`src/rtl/tictactoe_board.sv`:
```
// -----------------------------------------------------------------------------
// tictactoe_board
//
// Game-state engine for a two-player tic-tac-toe. Takes move requests from
// the button controller, validates them against the current board and turn,
// places marks, detects wins and draws, and auto-plays the lowest-index empty
// cell when the player to move idles for TURN_TIMEOUT cycles.
//
// Ports
//   Clk           in   system clock, rising edge
//   rst           in   asynchronous, active-low reset
//   playX         in   X move request level (acted on at its 0->1 edge)
//   playO         in   O move request level (acted on at its 0->1 edge)
//   position[3:0] in   target cell 0..8 row-major; 9..15 invalid
//   board[17:0]   out  cell i at board[2i+1:2i]: 00 empty, 01 X, 10 O
//   who[1:0]      out  01 X to move, 10 O to move, 00 game over
//   illegal_move  out  one-cycle pulse on a rejected move
//   winner[1:0]   out  00 none, 01 X, 10 O, 11 draw
//   game_over     out  high once the game has ended
//   move_count    out  marks placed so far, 0..9
//   timeout       out  one-cycle pulse when an auto-move is made
//
// All outputs are registered.
// -----------------------------------------------------------------------------
module tictactoe_board #(
  parameter int unsigned TURN_TIMEOUT = 32'd500_000_000
) (
  input  logic        Clk,
  input  logic        rst,
  input  logic        playX,
  input  logic        playO,
  input  logic [3:0]  position,
  output logic [17:0] board,
  output logic [1:0]  who,
  output logic        illegal_move,
  output logic [1:0]  winner,
  output logic        game_over,
  output logic [3:0]  move_count,
  output logic        timeout
);

  typedef enum logic [1:0] {
    S_WAIT      = 2'd0,
    S_CHECK     = 2'd1,
    S_GAME_OVER = 2'd2
  } state_e;

  localparam logic [1:0] MARK_NONE   = 2'b00;
  localparam logic [1:0] MARK_X      = 2'b01;
  localparam logic [1:0] MARK_O      = 2'b10;
  localparam logic [1:0] RESULT_DRAW = 2'b11;

  // A disabled timeout still needs a legal (1-bit) timer vector.
  localparam int unsigned TW = (TURN_TIMEOUT == 0) ? 1 : $clog2(TURN_TIMEOUT + 1);
  localparam logic [TW-1:0] TIMER_LAST = TW'(TURN_TIMEOUT - 1);
  localparam logic [TW-1:0] TIMER_MAX  = {TW{1'b1}};

  // ---------------------------------------------------------------------------
  // Helpers
  // ---------------------------------------------------------------------------

  // True when mark m occupies any complete row, column or diagonal.
  function automatic logic has_line(input logic [17:0] b, input logic [1:0] m);
    logic [8:0] own;
    for (int i = 0; i < 9; i++) begin
      own[i] = (b[2*i +: 2] == m);
    end
    return (own[0] & own[1] & own[2]) |
           (own[3] & own[4] & own[5]) |
           (own[6] & own[7] & own[8]) |
           (own[0] & own[3] & own[6]) |
           (own[1] & own[4] & own[7]) |
           (own[2] & own[5] & own[8]) |
           (own[0] & own[4] & own[8]) |
           (own[2] & own[4] & own[6]);
  endfunction

  // Lowest-index empty cell; scanning downward lets the lowest hit win.
  function automatic logic [3:0] first_empty(input logic [17:0] b);
    logic [3:0] idx;
    idx = 4'd0;
    for (int i = 8; i >= 0; i--) begin
      if (b[2*i +: 2] == MARK_NONE) idx = 4'(i);
    end
    return idx;
  endfunction

  // ---------------------------------------------------------------------------
  // State
  // ---------------------------------------------------------------------------
  state_e          state_q,      state_d;
  logic [17:0]     board_q,      board_d;
  logic [1:0]      who_q,        who_d;
  logic [1:0]      winner_q,     winner_d;
  logic [3:0]      move_count_q, move_count_d;
  logic            illegal_q,    illegal_d;
  logic            timeout_q,    timeout_d;
  logic            game_over_q,  game_over_d;
  logic [TW-1:0]   timer_q,      timer_d;
  logic            play_x_q,     play_o_q;

  // ---------------------------------------------------------------------------
  // Request decode
  // ---------------------------------------------------------------------------
  logic       req_x, req_o;
  logic       cur_req, other_req;
  logic       pos_empty;
  logic       legal;
  logic       reject;
  logic       timer_expired;
  logic [3:0] auto_cell;

  assign req_x = playX & ~play_x_q;
  assign req_o = playO & ~play_o_q;

  // Only the player whose turn it is gets evaluated; the other request can
  // only ever produce a rejection, and only when it arrives alone.
  assign cur_req   = (who_q == MARK_X) ? req_x : req_o;
  assign other_req = (who_q == MARK_X) ? req_o : req_x;

  always_comb begin
    pos_empty = 1'b0;
    for (int i = 0; i < 9; i++) begin
      if (position == 4'(i)) pos_empty = (board_q[2*i +: 2] == MARK_NONE);
    end
  end

  assign legal         = cur_req & pos_empty;
  assign reject        = (cur_req & ~pos_empty) | (other_req & ~cur_req);
  assign timer_expired = (TURN_TIMEOUT != 0) && (timer_q == TIMER_LAST);
  assign auto_cell     = first_empty(board_q);

  // ---------------------------------------------------------------------------
  // Next-state logic
  // ---------------------------------------------------------------------------
  always_comb begin
    // NOTE: every signal written here gets a default first so no path leaves
    // it unassigned, which would otherwise infer a latch.
    state_d      = state_q;
    board_d      = board_q;
    who_d        = who_q;
    winner_d     = winner_q;
    move_count_d = move_count_q;
    timer_d      = timer_q;
    game_over_d  = game_over_q;
    illegal_d    = 1'b0;
    timeout_d    = 1'b0;

    unique case (state_q)
      S_WAIT: begin
        // Saturate so a disabled timeout never wraps the counter.
        if (timer_q != TIMER_MAX) timer_d = timer_q + TW'(1);

        if (legal) begin
          for (int i = 0; i < 9; i++) begin
            if (position == 4'(i)) board_d[2*i +: 2] = who_q;
          end
          move_count_d = move_count_q + 4'd1;
          state_d      = S_CHECK;
        end else begin
          illegal_d = reject;
          if (timer_expired) begin
            for (int i = 0; i < 9; i++) begin
              if (auto_cell == 4'(i)) board_d[2*i +: 2] = who_q;
            end
            move_count_d = move_count_q + 4'd1;
            timeout_d    = 1'b1;
            state_d      = S_CHECK;
          end
        end
      end

      S_CHECK: begin
        // who_q still names the player who just moved.
        if (has_line(board_q, who_q)) begin
          winner_d    = who_q;
          who_d       = MARK_NONE;
          game_over_d = 1'b1;
          state_d     = S_GAME_OVER;
        end else if (move_count_q == 4'd9) begin
          winner_d    = RESULT_DRAW;
          who_d       = MARK_NONE;
          game_over_d = 1'b1;
          state_d     = S_GAME_OVER;
        end else begin
          who_d   = (who_q == MARK_X) ? MARK_O : MARK_X;
          timer_d = '0;
          state_d = S_WAIT;
        end
      end

      S_GAME_OVER: begin
        // Terminal until reset.
      end

      default: begin
        state_d = S_WAIT;
      end
    endcase
  end

  // ---------------------------------------------------------------------------
  // Registers
  // ---------------------------------------------------------------------------
  always_ff @(posedge Clk or negedge rst) begin
    if (!rst) begin
      state_q      <= S_WAIT;
      board_q      <= '0;
      who_q        <= MARK_X;
      winner_q     <= MARK_NONE;
      move_count_q <= 4'd0;
      illegal_q    <= 1'b0;
      timeout_q    <= 1'b0;
      game_over_q  <= 1'b0;
      timer_q      <= '0;
      play_x_q     <= 1'b0;
      play_o_q     <= 1'b0;
    end else begin
      // NOTE: non-blocking assignments so every register samples the values
      // from before this edge, independent of statement order.
      state_q      <= state_d;
      board_q      <= board_d;
      who_q        <= who_d;
      winner_q     <= winner_d;
      move_count_q <= move_count_d;
      illegal_q    <= illegal_d;
      timeout_q    <= timeout_d;
      game_over_q  <= game_over_d;
      timer_q      <= timer_d;
      // Edge-detect copies track the inputs in every state so a level held
      // through CHECK or GAME_OVER never turns into a late request.
      play_x_q     <= playX;
      play_o_q     <= playO;
    end
  end

  assign board        = board_q;
  assign who          = who_q;
  assign winner       = winner_q;
  assign move_count   = move_count_q;
  assign illegal_move = illegal_q;
  assign timeout      = timeout_q;
  assign game_over    = game_over_q;

endmodule

```
`config.mk`:
```
export PLATFORM = sky130hd
export DESIGN_NAME = tictactoe_board
export DESIGN_NICKNAME = d
export VERILOG_FILES = /design/src/rtl/tictactoe_board.sv
export SDC_FILE = /design/constraint.sdc
export NUM_CORES = 1
export LEC_CHECK = 0
export CORE_MARGIN = 10
export CORE_UTILIZATION = 40
export DETAILED_ROUTE_END_ITERATION = 10
export GPL_TIMING_DRIVEN = 0
export HOLD_SLACK_MARGIN = 0.05
export PLACE_DENSITY = 0.65
export SLEW_MARGIN = 10
export SYNTH_ARGS = -nofsm -noshare
export SYNTH_HDL_FRONTEND = slang
export SYNTH_SLANG_ARGS = --single-unit
```
`constraint.sdc`:
```
create_clock -name Clk -period 2.55 [get_ports Clk]
set_input_delay 0.51 -clock Clk [delete_from_list [all_inputs] [get_ports Clk]]
set_output_delay 0.51 -clock Clk [all_outputs]
set_load 0.02 [all_outputs]
```
==> results of run 1 <==
## cells by family (layout without fill, tap and decap cells)
logic type      after synthesis  in the layout  synth area share (%)
simple gates                220            220                 31.46
mux                           6              6                 1.645
flops                        62             62                 40.84
xor+xnor                     24             24                 5.528
compound gates               88             88                 14.94
fa+ha+maj                     3              3                0.9873
buf+inv                      31             83                 4.607
## what timing repair did
item,4_1_cts,5_1_grt
resized for setup,0,9
buffers inserted,0,2
setup endpoints to repair,2,35
pin swaps,1,3
## flip-flops by register name (all words and copies together), names as in the netlist
register / count
timer_q: 29
board: 18
move_count: 4
state_q: 2
who: 2
winner: 2
game_over: 1
illegal_move: 1
play_o_q: 1
play_x_q: 1
timeout: 1
## path summary, 6_finish.rpt
| check | to | slack [ns] | depth (start not counted) |
|---|---|---|---|
| max in group asynchronous | state_q[0] | 1.77 | 1 |
| worst max register to register | timer_q[6] | 0.22 | 10 |
| worst max-delay path | timer_q[6] | 0.22 | 10 |
| worst min-delay path | board[10] | 0.25 | 1 |
| min in group Clk | game_over | 0.48 | 1 |
| worst min register to register | game_over | 0.48 | 1 |
## power by group
| part | leakage, nW | internal, mW | total [mW] | switching [mW] |
|---|---|---|---|---|
| Clock | 0.106 | 0.549 | 0.965 | 0.416 |
| Sequential | 0.837 | 0.984 | 0.985 | 0.000478 |
| Combinational | 1.18 | 0.0251 | 0.0765 | 0.0515 |
## worst register-to-register path, stage by stage, from the launching register on
cell and delay (ns):
dfstp_2 0.54, buf_6 0.13, buf_6 0.13, nor3_1 0.05, o22ai_1 0.25, a31oi_1 0.12
and4bb_2 0.42, nand2_2 0.14, buf_4 0.21, o21ai_1 0.14, o41ai_1 0.08
## metal layers
| metal | up-vias | GRT usage, % | wire [µm] |
|---|---|---|---|
| li1 | 1678 | - | - |
| met1 | 1685 | 18.37 | 4528 |
| met2 | 112 | 23.39 | 4905 |
| met3 | 10 | 3.933 | 604 |
| met4 | 0 | 4.173 | 82 |
| met5 | - | 0 | 0 |
## synth_stat cells, drive strengths merged (5+ instances only)
cell type and count:
nor2b 7, nand3 28, nor4 10, nor2 50, and2 6, nand2 36
o31ai 5, nor3 24, xnor2 7, o21ai 27, clkbuf 7, and3 21
a21oi 12, o22ai 11, dfrtp 61, inv 6, nand4 16, xor2 17
buf 18, a21o 18, a31oi 7
## cell type report
type | count | area [µm²]
plain buffers | 23 | 145.1
clock buffers | 10 | 127.6
clock inverters | 6 | 86.33
fillers | 895 | 4661
inverters | 6 | 22.52
multi-input cells | 341 | 2101
flip-flops and latches | 62 | 1553
well taps | 129 | 161.4
repair buffers | 38 | 382.9
==> results.yml, run 1 <==
status:
  status: "completed"
clock_tree:
  cts_tree: "yes"
  insertion_delay_ns: 0.35
  cts_made_buffers: 9
  cts.sink_count: 62
  cts_max_path_buffers: 2
  clock-root-buffer: "clkbuf_8"
  cts-htree-levels: 3
  cts_hold_buf: 0
  clk_pin_slew_worst_paths_ns: 0.08
yosys:
  synth_area_leaders: "dfrtp_1 (40%), nor2_1 (4.8%), xor2_1 (3.9%), a21o_1 (3.6%), and3_1 (3.5%)"
  yosys.cell_types.count: 56
  yosys.area.top_type_share_pct: 40.14
  async_flop_share_pct: 100.0
  synth_edf_count: 0
  yosysWarnings: 0
  synthCells: 434
  synth_largest_area_cell: "dfrtp_1"
  synth_area_um2: 3802
  syn_area_per_cell_um2: 8.761
  syn-num-nets: 445
  yosysSeqAreaShare_pct: 40.84
  ys.flop_type: "dfrtp_1"
  synth-seq-cells: 62
global_routing:
  grtUsageTotal_pct: 14.45
  grt_overflow: 0
  grt_pass1_wl_mm: 16.97
  antenna_found_initial: 0
  grt_pass1_vias: 3338
  grt_max_degree: 63
critical_path:
  worstPathCellList: "buf_6, buf_6, nor3_1, o22ai_1, a31oi_1, and4bb_2, nand2_2, buf_4, o21ai_1, o41ai_1"
  critPathKind: "flop to flop"
  endpoint_kind: "flop"
  cp_common_cell: "buf_6"
  cp_num_buf_inv: 3
  required_ns: 2.78
  max_stage_delay_ns: 0.54
  r2r_start: "who[0]"
  crit_fanout: 10
  cp.arrival_ns: 2.56
  cpMaxStageDelayCell: "dfstp_2"
  worst_setup_path_start_kind: "flop"
  path_delay_family: "simple AND/OR/NAND/NOR gates"
  critPathLaunch: "who[0]"
floorplanning:
  core_um2: 9240
  die_h_um: 117.5
  initial_core_util_pct: 41.15
  die_w_um: 117.5
  placementRows: 35
  die_area_um2: 13810
  ios: 37
place:
  place.gp.congestion: 0.8581
  io_buffers: 36
  dp_hpwl_mm: 7.335
  pre_cts_ws_ns: -0.4022
  dpl-instance-area_um2: 4322
  placed_cells: 599
timing:
  final.setup.tns_ns: 0
  finClkSkew_ns: 0.01194
  timing.final.crit_share_pct: 91.44
  rsz0062_at_grt: "false"
  slew_headroom_pct: 46.65
  hold_ws_ns: 0.2523
  fmax_mhz: 428.9
  drv_slew: 0
  finalWorstSetupSlack_ns: 0.2183
  finalSetupViolations: 0
  post-route-min-period_ns: 2.332
  tightest_slew_ns: 0.8003
  hold_viol: 0
job:
  max-cap-violations: 0
final_layout:
  utilization_pct: 49.56
  area_growth_pct: 20.43
  diodes: 0
  final_common_cell: "dfrtp_1"
  final_cell_mix: "dfrtp_1 (61), nor2_1 (48), nand2_1 (35)"
  nets: 492
  drive_above_1_share_pct: 11.73
  finalNonFillerCells: 615
  finish.instance_area_um2: 4579
worst_hold_path:
  hp-class: "input pin to async pin"
pwr:
  p_leak_nw: 2.127
  power_mw: 2.026
  p_per_area_nw_per_um2: 442.5
  ir_drop_uv: 467.4
route:
  wl_per_cell_um: 16.46
  dr_total_vias: 3485
  drt_first_iter_violations: 206
  drt_wl_total_mm: 10.12
  routed_via_density: 5.667
  drc: 0
  postRouteAntennaNets: 0
  drt_pass1_iterations: 4
Power figures use the tool's default switching activity.
==> run 2: changes to the inputs <==
--- a/config.mk
+++ b/config.mk
@@ -7,6 +7,7 @@
 export LEC_CHECK = 0
 export CORE_MARGIN = 10
 export CORE_UTILIZATION = 40
+export CTS_BUF_LIST = sky130_fd_sc_hd__clkbuf_4 sky130_fd_sc_hd__clkbuf_8 sky130_fd_sc_hd__clkbuf_16
 export DETAILED_ROUTE_END_ITERATION = 10
 export GPL_TIMING_DRIVEN = 0
 export HOLD_SLACK_MARGIN = 0.05
==> results.yml, run 2 (same netlist as run 1, synthesis figures left out) <==
status:
  status: "completed"
route:
  drt_wl_total_mm: 10.14
  drt_pass1_iterations: 5
  wl_per_cell_um: 16.49
  drt_first_iter_violations: 208
  postRouteAntennaNets: 0
  dr_total_vias: 3501
  drc: 0
  routed_via_density: 5.693
floorplanning:
  core_um2: 9240
  ios: 37
  die_h_um: 117.5
  die_area_um2: 13810
  placementRows: 35
  die_w_um: 117.5
  initial_core_util_pct: 41.15
timing:
  finalWorstSetupSlack_ns: 0.2063
  post-route-min-period_ns: 2.344
  hold_viol: 0
  tightest_slew_ns: 0.8073
  finalSetupViolations: 0
  hold_ws_ns: 0.2594
  fmax_mhz: 426.7
  finClkSkew_ns: 0.01197
  drv_slew: 0
  rsz0062_at_grt: "false"
  final.setup.tns_ns: 0
  timing.final.crit_share_pct: 91.91
  slew_headroom_pct: 46.18
final_layout:
  largest_reg_flops: 29
  drive_above_1_share_pct: 11.93
  final_common_cell: "dfrtp_1"
  utilization_pct: 49.60
  top_register: "timer_q"
  filler_cell_count: 896
  final_cell_mix: "dfrtp_1 (61), nor2_1 (48), nand2_1 (35)"
  nets: 492
  diodes: 0
  finish.instance_area_um2: 4583
  area_growth_pct: 20.53
  finalNonFillerCells: 615
place:
  pre_cts_ws_ns: -0.4022
  dp_hpwl_mm: 7.335
  io_buffers: 36
  placed_cells: 599
  place.gp.congestion: 0.8581
  dpl-instance-area_um2: 4322
clock_tree:
  cts-htree-levels: 3
  cts_tree: "yes"
  cts_max_path_buffers: 2
  clk_pin_slew_worst_paths_ns: 0.08
  cts.sink_count: 62
  cts_hold_buf: 0
  clock-root-buffer: "clkbuf_8"
  insertion_delay_ns: 0.35
  cts_made_buffers: 9
global_routing:
  grt_pass1_vias: 3337
  antenna_found_initial: 0
  grt_max_degree: 63
  grt_overflow: 0
  grtUsageTotal_pct: 14.44
  grt_pass1_wl_mm: 16.95
job:
  max-cap-violations: 0
critical_path:
  max_stage_delay_ns: 0.58
  reg2reg_to: "board[1]"
  rrSetupSlack_ns: 0.21
  crit_fanout: 7
  cp-endpoint: "board[1]"
  cp.arrival_ns: 2.57
  critPathKind: "flop to flop"
  endpoint_kind: "flop"
  critPathLaunch: "board[8]"
  worst_setup_path_start_kind: "flop"
  required_ns: 2.77
  r2r_cells: 8
  worstPathCellList: "clkbuf_1, nor4_1, a2111oi_4, o21ai_1, o21a_1, o21ai_2, nand2_1, mux2_1"
  cpMaxStageDelayCell: "nor4_1"
  r2r_start: "board[8]"
worst_hold_path:
  hp-class: "input pin to async pin"
pwr:
  ir_drop_uv: 467.2
  power_mw: 2.034
  p_per_area_nw_per_um2: 443.8
  p_leak_nw: 2.130
-- run 2: cell types whose count changed in the layout (fill, tap and decap cells not counted) --
| cell | change |
|---|---|
| clkbuf_1 | -1 |
| clkbuf_4 | +1 |
-- run 2: area by class of cell --
type                            count  area [µm²]  area share (%)
Timing Repair Buffer               38       382.9           8.354
Inverter                            6       22.52          0.4914
Buffer                             23       145.1           3.167
Clock inverter                      6       86.33           1.884
Tap cell                          129       161.4           3.522
Multi-Input combinational cell    341        2101           45.84
Sequential cell                    62        1553           33.88
Clock buffer                       10       131.4           2.867
-- run 2: per-layer routing --
layer  vias to the layer above  global-route usage (%)  routed length [µm]
met1                      1693                   18.34                4486
met2                       114                   23.39                4916
met3                        18                   3.933                 622
li1                       1676                       -                   -
met5                         -                       0                   0
met4                         0                   4.173                 115
-- run 2: timing repair --
item | CTS | global route
gates resized for setup | 0 | 9
buffers inserted | 0 | 2
hold endpoints to repair | 0 | 0
pin swaps | 1 | 3
cloned | 0 | 0
setup endpoints to repair | 2 | 35
-- run 2: where the power goes --
| part | total (mW) | switching (mW) | internal [mW] |
|---|---|---|---|
| combinational | 0.0769 | 0.0518 | 0.0251 |
| sequential | 0.985 | 0.000478 | 0.984 |
| clock | 0.972 | 0.413 | 0.560 |
| total | 2.03 | 0.465 | 1.57 |
-- run 2: worst min-delay path by stage --
| stage | startpoint | end | slack [ns] | depth (start not counted) |
|---|---|---|---|---|
| after floorplan | rst | board[0] | 0.21 | 0 |
| after global placement | game_over | game_over | 0.45 | 1 |
| after detailed placement | game_over | game_over | 0.47 | 1 |
| after CTS | rst | timer_q[12] | 0.28 | 1 |
| after global routing | rst | timer_q[10] | 0.31 | 1 |
| final | rst | board[10] | 0.26 | 1 |
-- run 2: critical path, delay by kind of cell (launching register included) --
kind                   cells  cell delay, ns
buffers and inverters      1            0.21
AO/OA/AOI/OAI              4            0.62
multiplexers               1            0.33
flip-flops                 1            0.38
AND/OR/NAND/NOR            2            0.69
